**src/rtl/active_list_commit_reader_pkg.sv**
```systemverilog
`default_nettype none
// ============================================================================
// Module      : active_list_commit_reader_pkg
// Description : Shared rename/active-list types and constants for the commit reader.
// Revision    : 1.0 - initial release
// ============================================================================
package active_list_commit_reader_pkg;

    localparam int COMMIT_WIDTH      = 2;
    localparam int AL_ENTRY_NUM_BITS = 6;
    localparam int PHY_REG_BITS      = 7;
    localparam int PC_WIDTH          = 32;
    localparam int LANE_IDX_BITS     = (COMMIT_WIDTH > 1) ? $clog2(COMMIT_WIDTH) : 1;

    typedef logic [PC_WIDTH-1:0]                PC_Path;
    typedef logic [PHY_REG_BITS-1:0]            PhyRegNum;
    typedef logic [AL_ENTRY_NUM_BITS:0]         ActiveListCount;
    typedef logic [$clog2(COMMIT_WIDTH+1)-1:0]  CommitLaneCount;
    typedef logic [LANE_IDX_BITS-1:0]           CommitLaneIndex;

    // Memory-map trap vector for undefined/unsupported operations
    localparam PC_Path TRAP_PC_DEFAULT = PC_Path'(32'h0000_1000);

    typedef enum logic [1:0] {
        EXEC_NOT_FINISHED = 2'd0,
        EXEC_SUCCESS      = 2'd1,
        EXEC_REFETCH_THIS = 2'd2,
        EXEC_REFETCH_NEXT = 2'd3
    } ExecState;

    typedef enum logic [1:0] {
        RECOVER_NONE         = 2'd0,
        RECOVER_REFETCH_THIS = 2'd1,
        RECOVER_REFETCH_NEXT = 2'd2,
        RECOVER_TRAP         = 2'd3
    } RecoveryKind;

    typedef enum logic [0:0] {
        ST_NORMAL     = 1'b0,
        ST_RECOVERING = 1'b1
    } CommitState;

    typedef struct packed {
        PC_Path   pc;
        PhyRegNum phyPrevDstRegNum;
        logic     writeReg;
        logic     isEnv;
        logic     undefined;
        logic     last;
    } ActiveListEntry;

    function automatic CommitLaneCount count_ones(input logic [COMMIT_WIDTH-1:0] v);
        CommitLaneCount n;
        n = '0;
        for (int i = 0; i < COMMIT_WIDTH; i++) begin
            n = n + CommitLaneCount'(v[i]);
        end
        return n;
    endfunction

endpackage
`default_nettype wire

```
**src/rtl/active_list_commit_reader_if.sv**
```systemverilog
`default_nettype none
// ============================================================================
// Module      : active_list_commit_reader_if
// Description : Active-list head / commit bus between the active list and the commit reader.
// Revision    : 1.0 - initial release
// ============================================================================
interface active_list_commit_reader_if;
    import active_list_commit_reader_pkg::*;

    ActiveListCount                    alValidEntryNum;
    ActiveListEntry [COMMIT_WIDTH-1:0] headEntry;
    ExecState       [COMMIT_WIDTH-1:0] headExecState;
    logic                              storeQueueEmpty;

    logic           [COMMIT_WIDTH-1:0] commit;
    CommitLaneCount                    popHeadNum;
    logic           [COMMIT_WIDTH-1:0] releaseReg;
    PhyRegNum       [COMMIT_WIDTH-1:0] releasePhyReg;
    logic                              recoverReq;
    PC_Path                            recoveredPC;
    logic                              flushing;
    logic           [63:0]             retiredInsnCnt;

    modport master (
        output alValidEntryNum, headEntry, headExecState, storeQueueEmpty,
        input  commit, popHeadNum, releaseReg, releasePhyReg,
               recoverReq, recoveredPC, flushing, retiredInsnCnt
    );

    modport slave (
        input  alValidEntryNum, headEntry, headExecState, storeQueueEmpty,
        output commit, popHeadNum, releaseReg, releasePhyReg,
               recoverReq, recoveredPC, flushing, retiredInsnCnt
    );
endinterface
`default_nettype wire

```
**src/rtl/active_list_commit_reader_commit_lane_selector.sv**
```systemverilog
`default_nettype none
// ============================================================================
// Module      : commit_lane_selector
// Description : Combinational prefix eligibility of head lanes plus first-blocker recovery kind/index.
// Revision    : 1.0 - initial release
// ============================================================================
module commit_lane_selector
    import active_list_commit_reader_pkg::*;
(
    input  logic                               enable,
    input  ActiveListCount                     valid_num,
    input  ExecState       [COMMIT_WIDTH-1:0]  exec_state,
    input  logic           [COMMIT_WIDTH-1:0]  is_env,
    input  logic           [COMMIT_WIDTH-1:0]  undefined,
    input  logic                               store_queue_empty,
    output logic           [COMMIT_WIDTH-1:0]  commit,
    output RecoveryKind                        kind,
    output CommitLaneIndex                     blocker_idx
);

    logic w_blocked;
    logic w_ok;

    always_comb begin
        commit      = '0;
        kind        = RECOVER_NONE;
        blocker_idx = '0;
        w_blocked   = !enable;
        w_ok        = 1'b0;
        for (int i = 0; i < COMMIT_WIDTH; i++) begin
            if (!w_blocked) begin
                if (ActiveListCount'(i) >= valid_num) begin
                    w_blocked = 1'b1;
                end else begin
                    w_ok = (exec_state[i] == EXEC_SUCCESS || exec_state[i] == EXEC_REFETCH_NEXT)
                           && !undefined[i]
                           && (!is_env[i] || (i == 0 && store_queue_empty));
                    if (w_ok) begin
                        commit[i] = 1'b1;
                        // A retiring env op or refetch-next op closes the commit group
                        if (exec_state[i] == EXEC_REFETCH_NEXT) begin
                            kind        = RECOVER_REFETCH_NEXT;
                            blocker_idx = CommitLaneIndex'(i);
                            w_blocked   = 1'b1;
                        end else if (is_env[i]) begin
                            w_blocked = 1'b1;
                        end
                    end else begin
                        w_blocked   = 1'b1;
                        blocker_idx = CommitLaneIndex'(i);
                        if (undefined[i] && exec_state[i] != EXEC_NOT_FINISHED) begin
                            kind = RECOVER_TRAP;
                        end else if (exec_state[i] == EXEC_REFETCH_THIS) begin
                            kind = RECOVER_REFETCH_THIS;
                        end
                    end
                end
            end
        end
    end

endmodule
`default_nettype wire

```
**src/rtl/active_list_commit_reader.sv**
```systemverilog
`default_nettype none
// ============================================================================
// Module      : active_list_commit_reader
// Description : In-order retire of active-list head entries with recovery request and drain window.
// Revision    : 1.0 - initial release
// ============================================================================
module active_list_commit_reader
    import active_list_commit_reader_pkg::*;
#(
    parameter int     RECOVERY_CYCLES = 3,
    parameter PC_Path TRAP_PC         = TRAP_PC_DEFAULT
) (
    input  logic                      clk,
    input  logic                      rst,
    active_list_commit_reader_if.slave bus
);

    localparam int c_cnt_bits = $clog2(RECOVERY_CYCLES + 1);

    CommitState                      r_state;
    logic [c_cnt_bits-1:0]           r_cnt;
    logic                            r_recover_req;
    PC_Path                          r_recovered_pc;
    logic                            r_flushing;
    logic [63:0]                     r_retired;

    logic     [COMMIT_WIDTH-1:0]     w_is_env;
    logic     [COMMIT_WIDTH-1:0]     w_undefined;
    logic     [COMMIT_WIDTH-1:0]     w_commit;
    logic     [COMMIT_WIDTH-1:0]     w_release_reg;
    PhyRegNum [COMMIT_WIDTH-1:0]     w_release_phy;
    CommitLaneCount                  w_retire_cnt;
    RecoveryKind                     w_kind;
    CommitLaneIndex                  w_blk_idx;
    PC_Path                          w_target_pc;
    logic                            w_enable;

    assign w_enable = (r_state == ST_NORMAL) && !rst;

    always_comb begin
        w_is_env    = '0;
        w_undefined = '0;
        for (int i = 0; i < COMMIT_WIDTH; i++) begin
            w_is_env[i]    = bus.headEntry[i].isEnv;
            w_undefined[i] = bus.headEntry[i].undefined;
        end
    end

    commit_lane_selector u_selector (
        .enable            (w_enable),
        .valid_num         (bus.alValidEntryNum),
        .exec_state        (bus.headExecState),
        .is_env            (w_is_env),
        .undefined         (w_undefined),
        .store_queue_empty (bus.storeQueueEmpty),
        .commit            (w_commit),
        .kind              (w_kind),
        .blocker_idx       (w_blk_idx)
    );

    always_comb begin
        w_release_reg = '0;
        w_release_phy = '0;
        w_retire_cnt  = '0;
        for (int i = 0; i < COMMIT_WIDTH; i++) begin
            w_release_reg[i] = w_commit[i] && bus.headEntry[i].writeReg;
            if (w_release_reg[i]) begin
                w_release_phy[i] = bus.headEntry[i].phyPrevDstRegNum;
            end
            if (w_commit[i] && bus.headEntry[i].last) begin
                w_retire_cnt = w_retire_cnt + CommitLaneCount'(1);
            end
        end
    end

    always_comb begin
        w_target_pc = '0;
        case (w_kind)
            RECOVER_TRAP:         w_target_pc = TRAP_PC;
            RECOVER_REFETCH_THIS: w_target_pc = bus.headEntry[w_blk_idx].pc;
            RECOVER_REFETCH_NEXT: w_target_pc = bus.headEntry[w_blk_idx].pc + PC_Path'(4);
            default:              w_target_pc = '0;
        endcase
    end

    always_ff @(posedge clk) begin
        if (rst) begin
            r_state        <= ST_NORMAL;
            r_cnt          <= '0;
            r_recover_req  <= 1'b0;
            r_recovered_pc <= '0;
            r_flushing     <= 1'b0;
            r_retired      <= '0;
        end else begin
            r_recover_req <= 1'b0;
            r_retired     <= r_retired + 64'(w_retire_cnt);
            case (r_state)
                ST_NORMAL: begin
                    if (w_kind != RECOVER_NONE) begin
                        r_state        <= ST_RECOVERING;
                        r_cnt          <= c_cnt_bits'(RECOVERY_CYCLES);
                        r_recover_req  <= 1'b1;
                        r_recovered_pc <= w_target_pc;
                        r_flushing     <= 1'b1;
                    end
                end
                ST_RECOVERING: begin
                    // Flushing stays high for exactly RECOVERY_CYCLES cycles
                    r_cnt <= r_cnt - c_cnt_bits'(1);
                    if (r_cnt <= c_cnt_bits'(1)) begin
                        r_state    <= ST_NORMAL;
                        r_flushing <= 1'b0;
                    end
                end
                default: begin
                    r_state    <= ST_NORMAL;
                    r_flushing <= 1'b0;
                end
            endcase
        end
    end

    assign bus.commit         = w_commit;
    assign bus.popHeadNum     = count_ones(w_commit);
    assign bus.releaseReg     = w_release_reg;
    assign bus.releasePhyReg  = w_release_phy;
    assign bus.recoverReq     = r_recover_req;
    assign bus.recoveredPC    = r_recovered_pc;
    assign bus.flushing       = r_flushing;
    assign bus.retiredInsnCnt = r_retired;

endmodule
`default_nettype wire

```
**src/flat_wrapper.sv**
```systemverilog
// flat-port wrapper written by rule: the top's interface ports become plain ports
module active_list_commit_reader_flat import active_list_commit_reader_pkg::*;
#(
    parameter int     RECOVERY_CYCLES = 3,
    parameter PC_Path TRAP_PC         = TRAP_PC_DEFAULT
)
  (clk, rst, bus_alValidEntryNum, bus_headEntry, bus_headExecState, bus_storeQueueEmpty, bus_commit, bus_popHeadNum, bus_releaseReg, bus_releasePhyReg, bus_recoverReq, bus_recoveredPC, bus_flushing, bus_retiredInsnCnt);
  active_list_commit_reader_if bus_i ();
  input  logic clk;
  input  logic rst;
  input wire logic [$bits(bus_i.alValidEntryNum)-1:0] bus_alValidEntryNum;
  input wire logic [$bits(bus_i.headEntry)-1:0] bus_headEntry;
  input wire logic [$bits(bus_i.headExecState)-1:0] bus_headExecState;
  input wire logic [$bits(bus_i.storeQueueEmpty)-1:0] bus_storeQueueEmpty;
  output wire logic [$bits(bus_i.commit)-1:0] bus_commit;
  output wire logic [$bits(bus_i.popHeadNum)-1:0] bus_popHeadNum;
  output wire logic [$bits(bus_i.releaseReg)-1:0] bus_releaseReg;
  output wire logic [$bits(bus_i.releasePhyReg)-1:0] bus_releasePhyReg;
  output wire logic [$bits(bus_i.recoverReq)-1:0] bus_recoverReq;
  output wire logic [$bits(bus_i.recoveredPC)-1:0] bus_recoveredPC;
  output wire logic [$bits(bus_i.flushing)-1:0] bus_flushing;
  output wire logic [$bits(bus_i.retiredInsnCnt)-1:0] bus_retiredInsnCnt;
  assign bus_i.alValidEntryNum = bus_alValidEntryNum;
  assign bus_i.headEntry = bus_headEntry;
  assign bus_i.headExecState = bus_headExecState;
  assign bus_i.storeQueueEmpty = bus_storeQueueEmpty;
  assign bus_commit = bus_i.commit;
  assign bus_popHeadNum = bus_i.popHeadNum;
  assign bus_releaseReg = bus_i.releaseReg;
  assign bus_releasePhyReg = bus_i.releasePhyReg;
  assign bus_recoverReq = bus_i.recoverReq;
  assign bus_recoveredPC = bus_i.recoveredPC;
  assign bus_flushing = bus_i.flushing;
  assign bus_retiredInsnCnt = bus_i.retiredInsnCnt;
  active_list_commit_reader #(.RECOVERY_CYCLES(RECOVERY_CYCLES), .TRAP_PC(TRAP_PC)) u_core (.clk(clk), .rst(rst), .bus(bus_i));
endmodule
```
**config.mk**
```make
export PLATFORM = sky130hd
export DESIGN_NAME = active_list_commit_reader_flat
export DESIGN_NICKNAME = d
export VERILOG_FILES = /design/src/rtl/active_list_commit_reader_pkg.sv /design/src/rtl/active_list_commit_reader_if.sv /design/src/rtl/active_list_commit_reader_commit_lane_selector.sv /design/src/rtl/active_list_commit_reader.sv /design/src/flat_wrapper.sv
export SDC_FILE = /design/constraint.sdc
export NUM_CORES = 1
export LEC_CHECK = 0
export BUFFER_PORTS_ARGS = -buffer_cell sky130_fd_sc_hd__buf_4
export CORE_AREA = 2 2 140 142
export DETAILED_ROUTE_END_ITERATION = 12
export DIE_AREA = 0 0 142 144
export GPL_ROUTABILITY_DRIVEN = 0
export PLACE_DENSITY = 0.57
export SLEW_MARGIN = 20
export SYNTH_ARGS = -nofsm -noshare
export SYNTH_HDL_FRONTEND = slang
export SYNTH_SLANG_ARGS = --single-unit
```
**constraint.sdc**
```tcl
create_clock -name clk -period 10.3 [get_ports clk]
set_input_delay 0 -clock clk [delete_from_list [all_inputs] [get_ports clk]]
set_output_delay 0 -clock clk [all_outputs]
set_load 0.01 [all_outputs]
```
* Word level (Yosys, flattened, before mapping)
Cells that the tools add are included.
Storage, ports and cells: input bits 100, register bits 101
Operators by class: $lt $le $gt $ge 4, mux-type cells 42, add/subtract/negate cells 5, bitwise gates (word level) 1, equality and inequality tests 11, reductions and logical operators 26
Operators by type and width (number):
- $pmux 32 s3 | 1
- $mux 43 | 2
- $add 64x2->64 | 1
- $add 32x3->32 const B | 1
- $mux 2 | 13
- $mux 1 | 21
- $ge 1x7->1 const A | 2
- $mux 7 | 2
- $eq 2x2->1 const B | 6
- $logic_and 1x1->1 | 11
- $eq 2x1->1 const B | 3
- $logic_not 1->1 | 6
- $reduce_bool 2->1 | 3
- $ne 2x2->1 const B | 2
- $pmux 1 s2 | 2
- $pmux 2 s2 | 1
- $reduce_and 2->1 | 2
- $logic_or 1x1->1 | 3
- $add 1x1->2 | 1
- $add 1x1->2 const B | 1
- $le 2x1->1 const B | 1
- $lt 1x2->1 const B | 1
- $reduce_or 2->1 | 1
- $sub 2x1->2 const B | 1
- $not 1->1 | 1

* Depth between registers and ports, before layout
word-level depth 15, mapped depth 18

* Hierarchy
From an unflattened synthesis, not the netlist that was laid out.
Unflattened totals: cells, all modules 674, area total of the unflattened synthesis 5813.1 um^2
Modules (own cells, without submodules):
- active_list_commit_reader | area each 5646.7 um^2, cells each 654, sequential area each 2021.9 um^2, times used 1
- commit_lane_selector | area each 166.4 um^2, cells each 20, sequential area each 0.0 um^2, times used 1

* Worst setup path after synthesis
OpenSTA, ideal clock, no wires.
path type reg-to-reg, from reg u_core.r_state, to reg u_core.r_retired[42] (netlist: u_core.bus.retiredInsnCnt[42]), cell stages (with the launch flop) 18, path slack 5731 ps, data required time 10230 ps, setup time 70 ps, clock period less this slack 4569 ps, data arrival time 4499 ps, cell sequence dfxtp_1 clkbuf_1 nor4b_4 o211ai_4 buf_4 nor4b_1 and2_1 ha_1 ha_1 inv_1 fa_1 nor2b_1 nand3_1 nor3_1 clkbuf_1 nand2_1 or3_1 a21oi_1
Between the ends: word-level cells in the longest chain between the ends 12, elaborated cells on any way between the ends 16
Ends and longest elaborated chain:
- start: declaration | RTL line active_list_commit_reader.sv:20 | CommitState r_state;
- start signal: assignment | RTL line active_list_commit_reader.sv:88 | r_state <= ST_NORMAL;
- start signal: assignment | RTL line active_list_commit_reader.sv:100 | r_state <= ST_RECOVERING;
- start signal: assignment | RTL line active_list_commit_reader.sv:111 | r_state <= ST_NORMAL;
- $not 1->1 (no line) (*)
- $logic_and 1x1->1 (*) | RTL line active_list_commit_reader.sv:38 | assign w_enable = (r_state == ST_NORMAL) && !rst;
- $logic_not 1->1 | RTL line active_list_commit_reader_commit_lane_selector.sv:28 | w_blocked = !enable;
- $mux 1 | RTL line active_list_commit_reader_commit_lane_selector.sv:45 | end else if (is_env[i]) begin
- $mux 1 | RTL line active_list_commit_reader_commit_lane_selector.sv:41 | if (exec_state[i] == EXEC_REFETCH_NEXT) begin
- $mux 1 | RTL line active_list_commit_reader_commit_lane_selector.sv:38 | if (w_ok) begin
- $mux 1 | RTL line active_list_commit_reader_commit_lane_selector.sv:32 | if (ActiveListCount'(i) >= valid_num) begin
- $mux 1 (*) (2 in a row) | RTL line active_list_commit_reader_commit_lane_selector.sv:31 | if (!w_blocked) begin
- via bus_commit[1] | RTL line flat_wrapper.sv:15 | output wire logic [$bits(bus_i.commit)-1:0] bus_commit;
- $logic_and 1x1->1 (*) | RTL line active_list_commit_reader.sv:70 | if (w_commit[i] && bus.headEntry[i].last) begin
- $mux 2 (*) | RTL line active_list_commit_reader.sv:70
- $add 64x2->64 (*) | RTL line active_list_commit_reader.sv:96 | r_retired <= r_retired + 64'(w_retire_cnt);
- end signal: assignment | RTL line active_list_commit_reader.sv:96
- end: declaration | RTL line active_list_commit_reader.sv:25 | logic [63:0] r_retired;
The timed path passes the listed nets; every way through them passes the cells marked *. A chain may end at the register's enable or synchronous reset.

* Final worst setup path
from reg u_core.r_state, to reg u_core.r_retired[60] (netlist: u_core.bus.retiredInsnCnt[60])
Between the ends: word-level cells in the longest chain between the ends 12, elaborated cells on any way between the ends 16
Ends and longest elaborated chain (RTL line):
- $not 1->1 (no line) (*)
- $logic_and 1x1->1 (*) | active_list_commit_reader.sv:38
- $logic_not 1->1 | active_list_commit_reader_commit_lane_selector.sv:28
- $mux 1 | active_list_commit_reader_commit_lane_selector.sv:45
- $mux 1 | active_list_commit_reader_commit_lane_selector.sv:41
- $mux 1 | active_list_commit_reader_commit_lane_selector.sv:38
- $mux 1 | active_list_commit_reader_commit_lane_selector.sv:32
- $mux 1 (2 in a row) | active_list_commit_reader_commit_lane_selector.sv:31
- $logic_and 1x1->1 | active_list_commit_reader.sv:70
- $mux 2 (*) | active_list_commit_reader.sv:70
- $add 64x2->64 (*) | active_list_commit_reader.sv:96
Every way passes the cells marked *; elsewhere a longest branch is shown, timed or not.

==> metrics.md <==
| Metric | Value |
|---|---|
| Initial core utilization | 0.313 |
| Slowest stage delay, CP | 710 ps |
| Total routed wirelength | between 15000 and 20000 µm |
| CP Class | flip-flop to flip-flop |
| Hold Crit Class | primary input to flip-flop |
| Die outline width | 142 µm |
| Top-area cell type share of the netlist area | 0.338 |
| Pin count of the biggest net entering global routing | 84 |
| Power share of the combinational group | 0.193 |
| Worst-path clk slew | 80 ps |
| Status | finished clean |
| Crit end category | flip-flop |
| Total power | a little under 1 mW |
| First-pass GRT wire length | 29800 µm |
| PwrDens | 119 nW/µm² |
| RSZ-0062 raised after global routing | no |
| H-tree levels | 3 |
| Critical path arrival | 4900 ps |
| Final TNS setup | 0 ps |
| # resized after CTS | 0 |
| # nets final | 1069 |
| Vias per inst | 5.25 |
| WP data required | 10580 ps |
| Lkg Pwr | 3.47 nW |
| Crit path cell chain | nor4b_4 > o211ai_4 > nor4b_2 > and2_1 > ha_1 > ha_1 > inv_1 > fa_1 > nor2b_1 > nand3_1 > nor3_1 > buf_4 > nand4_1 > or3_1 > a21oi_1 |
| DRC Markers | 0 |
| Sequential fraction of the synthesis area | 0.338 |
| DIE AREA | between 20000 and 25000 µm² |
| CTS tree | done |
| Inserted Clock Buffers | 9 |
| WL/cell | 15.8 µm |
| Top-count cell post-synth | dfxtp_1 |
| Synth cell types | 67 |
| CP max FO | 17 |
| CP dominant cell by count | ha_1 |
| Period utilization | 0.448 |
| Dpl hpwl | around 14000 µm |
| Worst Tran Pin Value | 999 ps |
| Psw | 294 µW |
| Layout area overhead | 37.3% |
| Fmax achieved | 0.217 GHz |
| Clock power frac | 0.366 |
| Syn Nets | roughly 860 |
| Switching Share | 0.301 |
| Delay-heaviest family, CP | simple AND/OR/NAND/NOR gates |
| DRT Pass-1 Iters | 4 |
| GRT Total Usage | 0.182 |
| CTS Sinks | 101 |
| 1st-iter DRT viols | 257 |
| Ys async rst share | 0 |
| WP buf/inv | 2 |
| Crit path launch type | flip-flop |
| Root Driver | clkbuf_16 |
| Yosys Warn Count | 0 |
| Post-synth EDFFs | 0 |
| Cell-internal power | 681 µW |
| Vias in the first global route | 5653 |
| DR vias | around 6300 |
| Fillcell total | 1953 |
| Bufs on Longest Clock Path | 2 |
| Max rail drop VDD | roughly 0.000075 V |
| Max-cap viol count | 0 |
| Main flop type after synthesis | dfxtp_1 |
| Area leader, netlist | dfxtp_1 |
| Final min period | 4620 ps |
| Height of the die | 144 µm |
| Port Buffers | 217 |
| Layout cells sized above 1 | 0.278 |
| Clock skew | 7.98 ps |
| Number of I/O pins | 218 |
| Crit-path slowest cell | nor4b_2 |
| ANT nets after route | 0 |
| Total setup buffers inserted after CTS | 0 |
| Antenna violations before repair | 0 |
| Cts hold-fix bufs | 5 |
| Top cells by area, synth | dfxtp_1, xor2_1, nand2_1 |
| Netlist Area Pre-Place | 5980 µm² |
| Grt ovf | 0 |
| Core region area | 19100 µm² |
| Pins Over Slew Limit | 0 |
| Final setup vio count | 0 |
| Mapped Cells | 755 |
| Post-synth top cells | dfxtp_1, nand2_1, nor2_1 |
| #FFs+latches synth | around 100 |
| Slew headroom | 0.332 |
| Worst-Skew Late Latency | roughly 360 ps |
| Sequential Power Share | 0.441 |
| Ant diodes | 0 |
| Final hold vios | 0 |
| Syn avg cell area | 7.92 µm² |
| Rows | 51 |
-- per-stage QoR --
| step | instance area, µm² | cells | utilization | hold WS, ps | setup WS (ps) |
|---|---|---|---|---|---|
| 6_report | 8210 | 1205 | 0.430 | 25.1 | 5680 |
| 5_1_grt | 8210 | 1205 | 0.430 | 46.6 | 5190 |
| 4_1_cts | 8210 | 1205 | 0.430 | 15.1 | 5650 |
| 3_5_place_dp | 7850 | 1184 | 0.412 | 318 | 5570 |
| 3_3_place_gp | 7850 | 1184 | 0.412 | 319 | 5730 |
| 2_1_floorplan | 5980 | 755 | - | 104 | 5730 |
-- path summary, 6_finish.rpt --
| check | from | to | slack [ps] | depth (start not counted) |
|---|---|---|---|---|
| setup / recovery | u_core.r_state | u_core.bus.retiredInsnCnt[60] | 5680 | 15 |
| hold reg to reg | u_core.bus.recoveredPC[14] | u_core.bus.recoveredPC[14] | 460 | 2 |
| setup reg to reg | u_core.r_state | u_core.bus.retiredInsnCnt[60] | 5680 | 15 |
| hold / removal | bus_headEntry[54] | u_core.bus.recoveredPC[0] | 30 | 5 |
-- cells by family (layout without fill, tap and decap cells) --
logic type,count (synthesis),after routing,share of synthesized area
adders and majority gates,7,7,0.0159
xor gates and xnor gates,61,61,0.0894
and+or+nand+nor,382,382,0.328
AOI/OAI and AO/OA,129,129,0.150
buffers and inverters,49,261,0.0331
DFF,101,101,0.338
muxes,26,26,0.0454
-- worst min-delay path, cell delays in order --
cell,delay [ps]
buf_4,80
nand2_1,40
nand2_1,70
a22oi_1,70
nor2_1,80
-- power groups by stage --
stage | clock network, mW | registers (mW) | logic, mW
6_report | 0.356 | 0.430 | 0.189
5_1_grt | 0.385 | 0.434 | 0.206
4_1_cts | 0.370 | 0.430 | 0.189
3_5_place_dp | 0 | 0.439 | 0.187
3_3_place_gp | 0 | 0.439 | 0.187
2_1_floorplan | 0 | 0.445 | 0.0804
-- routing by layer --
layer | wire (µm) | share of wire | track usage
met5 | 0 | 0 | 0
met2 | 8760 | 0.46 | 0.293
met1 | 8620 | 0.45 | 0.242
met4 | 480 | 0.025 | 0.0611
met3 | 1180 | 0.062 | 0.0417
-- cells in the final DEF, fill, tap and decap left out, types with 4 or more instances in the layout --
cell / Yosys / final
o22ai_1: 4 / 4
nor3_1: 19 / 19
ha_1: 6 / 6
o21ai_0: 25 / 25
or2_2: 5 / 5
a22oi_1: 5 / 5
or3_1: 13 / 13
or4_1: 4 / 4
a21o_1: 5 / 5
and2_1: 11 / 11
xnor2_1: 19 / 19
a211o_1: 6 / 6
nand3_1: 54 / 54
o211ai_1: 7 / 7
mux2i_1: 20 / 20
nand4_1: 31 / 31
dlygate4sd3_1: 0 / 5
o31ai_1: 5 / 5
a31oi_1: 6 / 6
and4_1: 10 / 10
buf_4: 1 / 226
a21oi_1: 29 / 29
nor2b_1: 5 / 5
o2111ai_1: 4 / 4
o21a_1: 4 / 4
and3_1: 35 / 35
nand2_1: 90 / 90
mux2_2: 5 / 5
nor2_1: 81 / 81
xor2_1: 42 / 42
nor4_1: 5 / 5
inv_1: 13 / 13
dfxtp_1: 101 / 101
clkbuf_16: 0 / 9
-- layout make-up --
type | count | area, µm² | share of cell area
Inverter | 14 | 52.6 | 0.00640
Multi-Input combinational cell | 605 | 3780 | 0.461
Clock buffer | 9 | 225 | 0.0274
Sequential cell | 101 | 2020 | 0.246
Clock inverter | 7 | 83.8 | 0.0102
Tap cell | 238 | 298 | 0.0363
Timing Repair Buffer | 231 | 1750 | 0.213
-- sequential cells by signal (all words and copies together) (netlist names) --
name,count
u_core.bus.recoverReq,1
u_core.bus.recoveredPC,32
u_core.bus.flushing,1
u_core.r_state,1
u_core.bus.retiredInsnCnt,64
u_core.r_cnt,2
No activity file was read; power rests on OpenSTA's default activity.
